--- src/rtl/driver_status_fsm.sv ---
// Run/warn/fault sequencer producing the registered 2-bit status code for the LED decoder.
// Obstacle input is debounced into WARN; a WARN that lasts too long latches FAULT until ack.
module driver_status_fsm #(
  parameter int RUN_TIME   = 10,
  parameter int DEBOUNCE   = 3,
  parameter int WARN_LIMIT = 6
) (
  input  logic                        clk,
  input  logic                        reset_n,
  input  logic                        start,
  input  logic                        stop,
  input  logic                        obstacle,
  input  logic                        ack,
  output logic [1:0]                  status,
  output logic                        done,
  output logic [$clog2(RUN_TIME)-1:0] run_count
);

  localparam int RC_W = $clog2(RUN_TIME);
  localparam int OC_W = $clog2(DEBOUNCE + 1);
  localparam int WC_W = $clog2(WARN_LIMIT + 1);

  localparam logic [1:0] ST_IDLE  = 2'd0;
  localparam logic [1:0] ST_RUN   = 2'd1;
  localparam logic [1:0] ST_WARN  = 2'd2;
  localparam logic [1:0] ST_FAULT = 2'd3;

  localparam logic [RC_W-1:0] RC_LAST   = RC_W'(RUN_TIME - 1);
  localparam logic [RC_W-1:0] RC_ONE    = RC_W'(1);
  localparam logic [OC_W-1:0] DB_LAST   = OC_W'(DEBOUNCE - 1);
  localparam logic [OC_W-1:0] DB_ONE    = OC_W'(1);
  localparam logic [WC_W-1:0] WARN_LAST = WC_W'(WARN_LIMIT - 1);
  localparam logic [WC_W-1:0] WARN_ONE  = WC_W'(1);

  logic [1:0]      state_q, state_d;
  logic [RC_W-1:0] run_count_q, run_count_d;
  logic [OC_W-1:0] obs_cnt_q, obs_cnt_d;
  logic [OC_W-1:0] clr_cnt_q, clr_cnt_d;
  logic [WC_W-1:0] warn_cnt_q, warn_cnt_d;
  logic            done_q, done_d;

  always_comb begin
    state_d     = state_q;
    run_count_d = run_count_q;
    obs_cnt_d   = '0;
    clr_cnt_d   = '0;
    warn_cnt_d  = '0;
    done_d      = 1'b0;

    case (state_q)
      ST_IDLE: begin
        run_count_d = '0;
        if (start && !stop) begin
          state_d = ST_RUN;
        end
      end

      ST_RUN: begin
        if (stop) begin
          state_d     = ST_IDLE;
          run_count_d = '0;
        end else if (obstacle && (obs_cnt_q == DB_LAST)) begin
          // run_count is held here and resumes on recovery
          state_d = ST_WARN;
        end else if (run_count_q == RC_LAST) begin
          state_d     = ST_IDLE;
          run_count_d = '0;
          done_d      = 1'b1;
        end else begin
          run_count_d = run_count_q + RC_ONE;
          obs_cnt_d   = obstacle ? (obs_cnt_q + DB_ONE) : '0;
        end
      end

      ST_WARN: begin
        if (stop) begin
          state_d     = ST_IDLE;
          run_count_d = '0;
        end else if (!obstacle && (clr_cnt_q == DB_LAST)) begin
          state_d = ST_RUN;
        end else if (warn_cnt_q == WARN_LAST) begin
          state_d = ST_FAULT;
        end else begin
          warn_cnt_d = warn_cnt_q + WARN_ONE;
          clr_cnt_d  = obstacle ? '0 : (clr_cnt_q + DB_ONE);
        end
      end

      ST_FAULT: begin
        if (ack) begin
          state_d     = ST_IDLE;
          run_count_d = '0;
        end
      end

      default: begin
        state_d     = ST_IDLE;
        run_count_d = '0;
      end
    endcase
  end

  always_ff @(posedge clk or negedge reset_n) begin
    if (!reset_n) begin
      state_q     <= ST_IDLE;
      run_count_q <= '0;
      obs_cnt_q   <= '0;
      clr_cnt_q   <= '0;
      warn_cnt_q  <= '0;
      done_q      <= 1'b0;
    end else begin
      state_q     <= state_d;
      run_count_q <= run_count_d;
      obs_cnt_q   <= obs_cnt_d;
      clr_cnt_q   <= clr_cnt_d;
      warn_cnt_q  <= warn_cnt_d;
      done_q      <= done_d;
    end
  end

  assign status    = state_q;
  assign done      = done_q;
  assign run_count = run_count_q;

endmodule

--- config.mk ---
export PLATFORM = sky130hd
export DESIGN_NAME = driver_status_fsm
export DESIGN_NICKNAME = d
export VERILOG_FILES = /design/src/rtl/driver_status_fsm.sv
export SDC_FILE = /design/constraint.sdc
export NUM_CORES = 1
export LEC_CHECK = 0
export CORE_UTILIZATION = 40
export DETAILED_ROUTE_END_ITERATION = 6
export PLACE_DENSITY = 0.65
export SLEW_MARGIN = 20
export SYNTH_ARGS = -nofsm -noshare
export SYNTH_HDL_FRONTEND = slang
export SYNTH_SLANG_ARGS = --single-unit
--- constraint.sdc ---
create_clock -name clk -period 2 [get_ports clk]
set_clock_uncertainty 0.15 [all_clocks]
set_input_delay 0.4 -clock clk [delete_from_list [all_inputs] [get_ports clk]]
set_output_delay 0.4 -clock clk [all_outputs]
set_load 0.1 [all_outputs]
Word-level counts from Yosys, hierarchy flattened
Index checks and enable logic that the tools add are counted.
{ "totals": {"register_bits": 14, "in_bits": 6, "output_inout_bits": 7, "elab_cells": 64} }
{ "op_classes": {"add_sub_neg": 4, "eq_ne": 13, "mux": 33, "n_reduce_logical": 8} }
{ "ops": {"columns": ["op", "count"], "rows": [
  ["$mux 2", 18],
  ["$mux 4", 5],
  ["$pmux 4 s4", 1],
  ["$mux 3", 4],
  ["$eq 2x2->1 const B", 4],
  ["$ne 4x4->1 const B", 2],
  ["$pmux 2 s4", 1],
  ["$ne 2x2->1 const B", 3],
  ["$add 2x1->2 const B", 2],
  ["$add 4x1->4 const B", 1],
  ["$eq 4x4->1 const B", 1],
  ["$mux 1", 4],
  ["$reduce_and 4->1", 1],
  ["$add 3x1->3 const B", 1],
  ["$eq 3x3->1 const B", 1],
  ["$logic_and 1x1->1", 3],
  ["$ne 3x3->1 const B", 1],
  ["$reduce_and 3->1", 1],
  ["$eq 2x1->1 const B", 1],
  ["$logic_not 1->1", 2],
  ["$logic_not 2->1", 1]
]} }

Longest topological paths before layout
Gate-level depths: netlist (run 1).
{ "depth": {"depth_word": 6, "depth_mapped": 6, "ltp_nobuf": 6} }

Worst setup path before layout (run 1)
Ideal clock, no wire load.
{ "synth_timing": {"path_type": "register to register", "startpoint": "register state_q[1] (netlist: status[1])", "endpoint": "register clr_cnt_q[0]", "setup_time_ns": 0.069, "arrival_ns": 2.066, "slack_ns": -0.285, "path_stages_with_launch": 5, "path_buffers": 0, "cell_sequence": "dfrtp_1 or3b_1 a21o_1 or3_4 nor2_2"} }
{ "synth_between": {"elab_chain_cells": 2} }
{ "synth_lines": {"columns": ["item", "line_no", "rtl"], "rows": [
  ["start, declared", "35", "logic [1:0] state_q, state_d;"],
  ["start signal, assigned", "112", "state_q <= state_d;"],
  ["$eq 2x2->1", "50", "case (state_q)"],
  ["$mux 2", "50", null],
  ["via clr_cnt_d[0]", "38", "logic [OC_W-1:0] clr_cnt_q, clr_cnt_d;"],
  ["end signal, assigned", "115", "clr_cnt_q <= clr_cnt_d;"],
  ["end, declared", "38", null]
]} }
The timed path passes the listed nets, and every way through them passes these cells.
A chain may end at the register's enable or synchronous reset.

Final worst setup path (run 1)
{ "layout_timing": {"startpoint": "input stop", "endpoint": "register clr_cnt_q[0]"} }
{ "layout_between": {"elab_chain_cells": 2} }
{ "layout_lines": {"columns": ["item", "line_no", "rtl"], "rows": [
  ["start, declared", "11", "input logic stop,"],
  ["$mux 2", "76", "if (stop) begin"],
  ["$mux 2", "50", null],
  ["via clr_cnt_d[0]", "38", null]
]} }
The timed path passes the listed nets, and every way through them passes these cells.

==> results of run 1 <==
logic make-up (layout without fill, tap and decap cells):
logic type	Yosys count	count (layout)
buffers and inverters	6	28
DFF	14	14
adders and majority gates	4	4
muxes	1	1
and+or+nand+nor	34	34
AOI/OAI and AO/OA	12	12
stage by stage:
| step | hold slack [ns] | TNS [ns] | cells | total power (uW) |
|---|---|---|---|---|
| after floorplan | -0.0456 | 0 | 71 | 588 |
| after global placement | 0.272 | -0.489 | 105 | 755 |
| after detailed placement | 0.277 | -0.577 | 105 | 758 |
| after CTS | 0.270 | 0 | 109 | 923 |
| after global routing | 0.295 | 0 | 109 | 961 |
| final | 0.271 | 0 | 109 | 915 |
final timing paths:
kind | start | endpoint | slack [ns] | cells after the start
setup / recovery | stop | clr_cnt_q[0]$_DFF_PN0_ | 0.13 | 5
hold / removal | reset_n | run_count[2]$_DFFE_PN0P_ | 0.27 | 2
setup reg to reg | status[0]$_DFFE_PN0P_ | clr_cnt_q[0]$_DFF_PN0_ | 0.25 | 4
hold reg to reg | obs_cnt_q[0]$_DFF_PN0_ | obs_cnt_q[0]$_DFF_PN0_ | 0.29 | 1
max in group asynchronous | reset_n | status[0]$_DFFE_PN0P_ | 1.23 | 2
min in group clk | obs_cnt_q[0]$_DFF_PN0_ | obs_cnt_q[0]$_DFF_PN0_ | 0.29 | 1
state kept, by name, summed over array words and instances, names as in the netlist:
register    count
status          2
run_count       4
warn_cnt_q      3
done            1
obs_cnt_q       2
clr_cnt_q       2
cells in the mapped netlist:
cell type	instances	area share, %
sky130_fd_sc_hd__or3b_1	2	2.5
sky130_fd_sc_hd__dfrtp_1	14	49
sky130_fd_sc_hd__o211ai_1	1	1.1
sky130_fd_sc_hd__nand2_1	7	3.7
sky130_fd_sc_hd__o311ai_0	1	1.2
sky130_fd_sc_hd__nand3b_1	2	2.1
sky130_fd_sc_hd__nor2b_1	3	2.6
sky130_fd_sc_hd__o21ai_0	5	3.5
sky130_fd_sc_hd__a21o_1	1	1.1
sky130_fd_sc_hd__or4_1	1	1.1
sky130_fd_sc_hd__o31ai_1	1	1.1
sky130_fd_sc_hd__nor2_1	5	2.6
sky130_fd_sc_hd__nand3b_4	1	2.8
sky130_fd_sc_hd__nor2_2	2	1.8
sky130_fd_sc_hd__nor3b_1	2	2.1
sky130_fd_sc_hd__ha_1	4	7.0
sky130_fd_sc_hd__or3_4	1	1.6
sky130_fd_sc_hd__mux2i_1	1	1.4
sky130_fd_sc_hd__nand3_1	3	2.1
sky130_fd_sc_hd__nor3_1	4	2.8
sky130_fd_sc_hd__a21oi_1	3	2.1
sky130_fd_sc_hd__nand4b_1	1	1.2
sky130_fd_sc_hd__inv_1	6	3.2
layer usage:
| layer | vias to the layer above | GRT usage [%] | wire length, microns |
|---|---|---|---|
| met5 | - | 0 | 0 |
| met4 | 0 | 9.09 | 10 |
| met3 | 2 | 3.27 | 60 |
| met2 | 12 | 21.5 | 525 |
| met1 | 245 | 23.8 | 708 |
| li1 | 296 | - | - |
final cells by class:
cell class / count / area share, %
well taps: 16 / 2.01
inverters: 6 / 2.26
repair buffers: 18 / 23.6
multi-input cells: 51 / 33.9
flip-flops and latches: 14 / 35.6
clock buffers: 4 / 2.63
power by group through the flow:
stage,Combinational (uW),Clock (uW),Sequential [uW]
global route,407,182,372
floorplan,82.3,0,506
global placement,385,0,371
detailed placement,387,0,372
finish,384,164,368
CTS,388,170,366
==> out/qor.tcl, run 1 <==
set qor(run_status) {finished clean}
set qor(timing.final.hold_violations) 0
set qor(synth_cell_type_count) 23
set qor(postRouteAntennaNets) 0
set qor(criticalPathCategory) {in2reg}
set qor(timing.critical_path.to_type) {flop}
set qor(timing.critical_path.required_ns) 2.05
set qor(initial_core_util_pct) 45.1
set qor(core_area_sq_um) 1580
set qor(layout.cell_area.non_filler_sq_um) 997
set qor(worstSetupStartpointType) {input port}
set qor(postCtsResizedCells) 0
set qor(seq_power_share_pct) 40.2
set qor(max-vdd-ir-drop_uv) 798
set qor(power.density_cell_area_nw_per_um2) 918
set qor(power.share.switching_pct) 40.5
set qor(drt_iter0_markers) 3
set qor(synthesis.area_sq_um) 711
set qor(dpl_cell_area_sq_um) 971
set qor(power_frac_comb_pct) 42.0
set qor(leakagePower_uw) 0.000442
set qor(global_routing_usage_summed_across_all_routing_layers_pct) 16.0
set qor(min-delay-path-class) {in2async}
set qor(setup_viol) 0
set qor(critical_path_buf_inv_count) 1
set qor(final_core_utilization_pct) 63.3
set qor(initial_antenna_violation_count) 0
set qor(total_area_of_multi_input_combinational_cells_sq_um) 338
set qor(dp_hpwl_microns) 1040
set qor(numCtsBuffers) 3
set qor(post_synthesis_share_of_cell_area_spent_on_xor_and_xnor_gates_pct) 0
set qor(diodes) 0
set qor(post_synthesis_adder_cell_area_fraction_pct) 7.04
set qor(power.share.clock_pct) 17.9
set qor(intPower_uw) 544
set qor(rows) 14
set qor(die-area_sq_um) 1950
set qor(synth.avg_cell_area_sq_um) 10.0
set qor(area_growth_synth_to_finish_pct) 40.3
set qor(post-place-ws_ns) -0.157
set qor(synth.ff_latch_count) 14
set qor(grt_max_degree) 15
set qor(clockRootBuffer) {sky130_fd_sc_hd__clkbuf_4}
set qor(hold_buffers) 0
set qor(synth.yosys.seq_area_share_pct) 49.3
set qor(switchingPower_uw) 371
set qor(globalplace.congestion) 0.749
set qor(clock_tree.htree_level_count) 1
set qor(post-route-drc-count) 0
set qor(arrival_ns) 1.92
set qor(tritoncts_num_sinks) 14
set qor(grt_pass1_vias) 535
set qor(drive_above_1_share_pct) 25.8
set qor(die_y_microns) 44.2
set qor(setup_ws_ns) 0.130
set qor(drt-pass1-iter-count) 4
set qor(synth_top_family_by_area) {simple AND/OR/NAND/NOR gates}
set qor(layout.cells.most_common_list) {sky130_fd_sc_hd__dfrtp_1 (10), sky130_fd_sc_hd__nand2_1 (7), sky130_fd_sc_hd__buf_12 (7)}
set qor(critical-path-slowest-cell) {sky130_fd_sc_hd__clkdlybuf4s50_1}
set qor(io_buffers) 12
set qor(floorplan.die.width_microns) 44.2
set qor(io-pin-count) 13
set qor(synth_simple_gate_area_share_pct) 29.0
set qor(final_worst_path_period_share_pct) 93.5
set qor(design.final.nets) 104
set qor(grt_setup_unrepaired) {no}
set qor(syn_nets) 81
set qor(maxClockFrequency_mhz) 535
set qor(synth-compound-area-share_pct) 10.0
set qor(dr_total_vias) 555
set qor(timing.final.crit_period_ns) 1.87
set qor(critical_path.cell_chain) {clkdlybuf4s50_1, or3b_1, a21o_1, or3_4, nor2_2}
set qor(yosys-mux-area-fraction_pct) 1.41
set qor(maxSlewViolCount) 0
set qor(transition_at_the_pin_with_the_smallest_max_transition_slack_ns) 0.409
set qor(max_cap_viols) 0
set qor(buffers_from_clock_root_to_sink_at_most) 2
set qor(slew_headroom_pct) 72.4
set qor(clk_latency_ns) 0.27
set qor(critical_path.max_fanout) 4
set qor(cpPeakStageDelay_ns) 0.45
set qor(clk_pin_slew_worst_paths_ns) 0.09
set qor(num-fill-cells) 125
set qor(final_common_cell) {sky130_fd_sc_hd__dfrtp_1}
set qor(ys.warnings.count) 0
set qor(avgRoutedWirePerCell_microns) 12.0
set qor(routed_wirelength_microns) 1310
set qor(grt_overflow_total) 0
set qor(clock_tree_from_tritoncts) {yes}
set qor(postSynthCellCount) 71
set qor(detail_route.vias_per_cell) 5.09
set qor(ff_latch_area_sq_um) 355
set qor(grt_pass1_wl_microns) 2270
set qor(postCtsSetupBuffers) 0
set qor(crit_family) {simple AND/OR/NAND/NOR gates}
Note: power is estimated with default switching activity, not from simulation.
==> inputs of run 2 (changes only) <==
--- a/config.mk
+++ b/config.mk
@@ -5,9 +5,10 @@
 export SDC_FILE = /design/constraint.sdc
 export NUM_CORES = 1
 export LEC_CHECK = 0
+export ABC_AREA = 1
 export CORE_UTILIZATION = 40
 export DETAILED_ROUTE_END_ITERATION = 6
-export PLACE_DENSITY = 0.65
+export PLACE_DENSITY = 0.64
 export SLEW_MARGIN = 20
 export SYNTH_ARGS = -nofsm -noshare
 export SYNTH_HDL_FRONTEND = slang
==> run 2 against run 1 <==
  * Non-clock buffer count shrank 5
  * Combinational power up 6.0%
  * Power rose by 6.6%
  * Critical path type is now reg2out
  * Largest cell class is now multi-input gates
  * Largest power group unchanged
==> out/qor.tcl, run 2 <==
set qor(postCtsSetupBuffers) 0 ;# unchanged
set qor(post-route-drc-count) 0 ;# unchanged
set qor(cpPeakStageDelay_ns) 0.51 ;# +0.06 ns
set qor(run_status) {finished clean}
set qor(post-synth-top-area-fraction_pct) 44.8 ;# -4.5 points
set qor(avgRoutedWirePerCell_microns) 10.6 ;# -12%
set qor(synth_simple_gate_area_share_pct) 35.4 ;# +6.3 points
set qor(timing.final.crit_period_ns) 1.57 ;# -0.301 ns
set qor(total_area_of_multi_input_combinational_cells_sq_um) 383 ;# +13%
set qor(synth.ff_latch_count) 14 ;# unchanged
set qor(maxSlewViolCount) 0 ;# unchanged
set qor(synth_cell_type_count) 24 ;# +4.3%
set qor(clk_pin_slew_worst_paths_ns) 0.10 ;# about the same
set qor(design.final.nets) 113 ;# +8.7%
set qor(globalplace.congestion) 0.724 ;# -3.4%
set qor(setup-tns-final_ns) 0 ;# unchanged
set qor(r2r_setup_slk_ns) 0.55 ;# +0.30 ns
set qor(dr_total_vias) 608 ;# +9.5%
set qor(final_worst_path_period_share_pct) 78.4 ;# -15 points
set qor(postRouteAntennaNets) 0 ;# unchanged
set qor(setup_viol) 0 ;# unchanged
set qor(ys.warnings.count) 0 ;# unchanged
set qor(grt_pass1_vias) 508 ;# -5.0%
set qor(layout.cell_area.non_filler_sq_um) 1050 ;# +5.1%
set qor(drt-pass1-iter-count) 4 ;# unchanged
set qor(final_common_cell) {sky130_fd_sc_hd__nand2_1}
set qor(grt_overflow_total) 0 ;# unchanged
set qor(clockRootBuffer) {sky130_fd_sc_hd__clkbuf_4}
set qor(hold_buffers) 0 ;# unchanged
set qor(criticalPathCategory) {reg2out}
set qor(drive_above_1_share_pct) 27.5 ;# +1.6 points
set qor(global_routing_usage_summed_across_all_routing_layers_pct) 14.3 ;# -1.8 points
set qor(max-vdd-ir-drop_uv) 735 ;# -8.0%
set qor(max_cap_viols) 0 ;# unchanged
set qor(slew_headroom_pct) 78.5 ;# +6.1 points
set qor(post_synth_main_area_contributors) {sky130_fd_sc_hd__dfrtp_1 (45%), sky130_fd_sc_hd__nand2_1 (7.7%), sky130_fd_sc_hd__ha_1 (6.4%)}
set qor(post_synthesis_adder_cell_area_fraction_pct) 6.40 ;# -0.64 points
set qor(grt_setup_unrepaired) {no}
set qor(syn_nets) 95 ;# +17%
set qor(timing.final.hold_violations) 0 ;# unchanged
set qor(detail_route.vias_per_cell) 4.79 ;# -6.0%
set qor(drt_iter0_markers) 8 ;# +5
set qor(io_buffers) 12 ;# unchanged
set qor(clk_latency_ns) 0.29 ;# +0.02 ns
set qor(power.density_cell_area_nw_per_um2) 930 ;# +1.4%
set qor(core_area_sq_um) 1780 ;# +13%
set qor(worstSetupStartpointType) {flop}
set qor(buffers_from_clock_root_to_sink_at_most) 2 ;# unchanged
set qor(synth-compound-area-share_pct) 3.68 ;# -6.4 points
set qor(post_synthesis_share_of_cell_area_spent_on_xor_and_xnor_gates_pct) 2.24 ;# +2.2 points
set qor(netlist.top_cell.by_area) {sky130_fd_sc_hd__dfrtp_1}
set qor(dpl_cell_area_sq_um) 1010 ;# +4.3%
set qor(transition_at_the_pin_with_the_smallest_max_transition_slack_ns) 0.321 ;# -0.0875 ns
set qor(tritoncts_num_sinks) 14 ;# unchanged
set qor(final_core_utilization_pct) 58.8 ;# -4.4 points
set qor(critical_path.max_fanout) 6 ;# +2
set qor(crit_family) {flip-flops}
set qor(grt_pass1_wl_microns) 2070 ;# -8.8%
set qor(synth_top_family_by_area) {simple AND/OR/NAND/NOR gates}
set qor(rows) 15 ;# +1
set qor(io-pin-count) 13 ;# unchanged
set qor(initial_core_util_pct) 43.9 ;# -1.2 points
set qor(async_flop_share_pct) 100 ;# unchanged
set qor(grt_max_degree) 15 ;# unchanged
set qor(postCtsResizedCells) 0 ;# unchanged
set qor(num-fill-cells) 160 ;# +28%
set qor(post_synth_most_frequent_cells) {sky130_fd_sc_hd__nand2_1 (16), sky130_fd_sc_hd__dfrtp_1 (14), sky130_fd_sc_hd__inv_1 (9), sky130_fd_sc_hd__nand3_1 (6)}
set qor(clock_tree.htree_level_count) 1 ;# unchanged
set qor(critical-path-slowest-cell) {sky130_fd_sc_hd__dfrtp_1}
set qor(numCtsBuffers) 3 ;# unchanged
set qor(synth.most_common_cell) {sky130_fd_sc_hd__nand2_1}
set qor(synthesis.area_sq_um) 782 ;# +10%
set qor(min-delay-path-class) {in2async}
set qor(routed_wirelength_microns) 1340 ;# +2.8%
set qor(timing.critical_path.to_type) {output pin}
set qor(die_y_microns) 46.2 ;# +4.7%
set qor(diodes) 0 ;# unchanged
set qor(critical_path_buf_inv_count) 1 ;# unchanged
set qor(critical_path.cell_chain) {buf_12}
set qor(synth.avg_cell_area_sq_um) 9.20 ;# -8.1%
set qor(largest_register_ffs) 4 ;# unchanged
set qor(clock_tree_from_tritoncts) {yes}
set qor(timing.critical_path.required_ns) 1.45 ;# -0.60 ns
set qor(yosys-mux-area-fraction_pct) 1.28 ;# -0.13 points
set qor(predominant_post_synthesis_flop_cell) {sky130_fd_sc_hd__dfrtp_1}
set qor(layout.cells.most_common_list) {sky130_fd_sc_hd__nand2_1 (16), sky130_fd_sc_hd__dfrtp_1 (13), sky130_fd_sc_hd__inv_1 (9)}
set qor(initial_antenna_violation_count) 0 ;# unchanged
set qor(ff_latch_area_sq_um) 352 ;# -1.1%
set qor(die-area_sq_um) 2140 ;# +9.6%
set qor(maxClockFrequency_mhz) 637 ;# +19%
set qor(synth-edff-count) 0 ;# unchanged
set qor(synth.yosys.seq_area_share_pct) 44.8 ;# -4.5 points
set qor(area_growth_synth_to_finish_pct) 34.1
set qor(arrival_ns) 1.02 ;# -0.90 ns
set qor(postSynthCellCount) 85 ;# +20%
set qor(leakagePower_uw) 0.000542 ;# +23%
set qor(dp_hpwl_microns) 1070 ;# +2.6%
set qor(floorplan.die.width_microns) 46.2 ;# +4.7%
## run 2: final timing paths
check / startpoint / end / cells after the start
worst max-delay path: status[1]$_DFFE_PN0P_ / status[1] / 1
worst min-delay path: reset_n / status[0]$_DFFE_PN0P_ / 2
worst max register to register: run_count[1]$_DFFE_PN0P_ / status[1]$_DFFE_PN0P_ / 7
worst min register to register: obs_cnt_q[0]$_DFF_PN0_ / obs_cnt_q[0]$_DFF_PN0_ / 1
max in group asynchronous: reset_n / run_count[0]$_DFFE_PN0P_ / 2
min in group clk: obs_cnt_q[0]$_DFF_PN0_ / obs_cnt_q[0]$_DFF_PN0_ / 1
## run 2: layer usage
metal  track usage [%]  wire length, microns
met5                 0                     0
met4              5.29                    21
met3              4.71                    48
met2              22.5                   619
met1              18.0                   654
## run 2: metrics by stage
stage	setup slack, ns	instances	hold WS [ns]	total power, uW
2_1_floorplan	0.0104	85	-0.0456	630
3_3_place_gp	0.207	123	0.272	770
3_5_place_dp	0.193	123	0.270	774
4_1_cts	0.419	127	0.262	983
5_1_grt	0.390	127	0.286	1020
6_report	0.431	127	0.254	975
## run 2: final cells by class
cell class,instances,area share (%)
clock buffer,4,3.46
timing repair buffer,13,18.9
multi-input combinational,58,36.5
sequential,14,33.5
inverter,13,4.65
tap,25,2.98
## run 2: where the power goes
group          switching [uW]  total (uW)  leakage, uW  internal (uW)
Clock                     100         211    0.0000210            111
Combinational             265         407     0.000330            143
Sequential               48.2         357     0.000191            309
## run 2: cells by family (layout without fill, tap and decap cells)
kind of cell,count (synthesis),after routing
XOR/XNOR,2,2
adder cells (fa/ha/maj),4,4
multiplexers,1,1
buffers and inverters,13,30
AO/OA/AOI/OAI,5,5
AND/OR/NAND/NOR,46,46
flip-flops,14,14
## run 2: worst reg2reg max path, stage by stage, from the launching register on
cell	delay, ns
sky130_fd_sc_hd__dfrtp_1	0.45
sky130_fd_sc_hd__inv_1	0.11
sky130_fd_sc_hd__ha_1	0.19
sky130_fd_sc_hd__nand3b_4	0.12
sky130_fd_sc_hd__nand3_4	0.14
sky130_fd_sc_hd__nand3_2	0.09
sky130_fd_sc_hd__nand2_1	0.06
sky130_fd_sc_hd__nand2_1	0.05
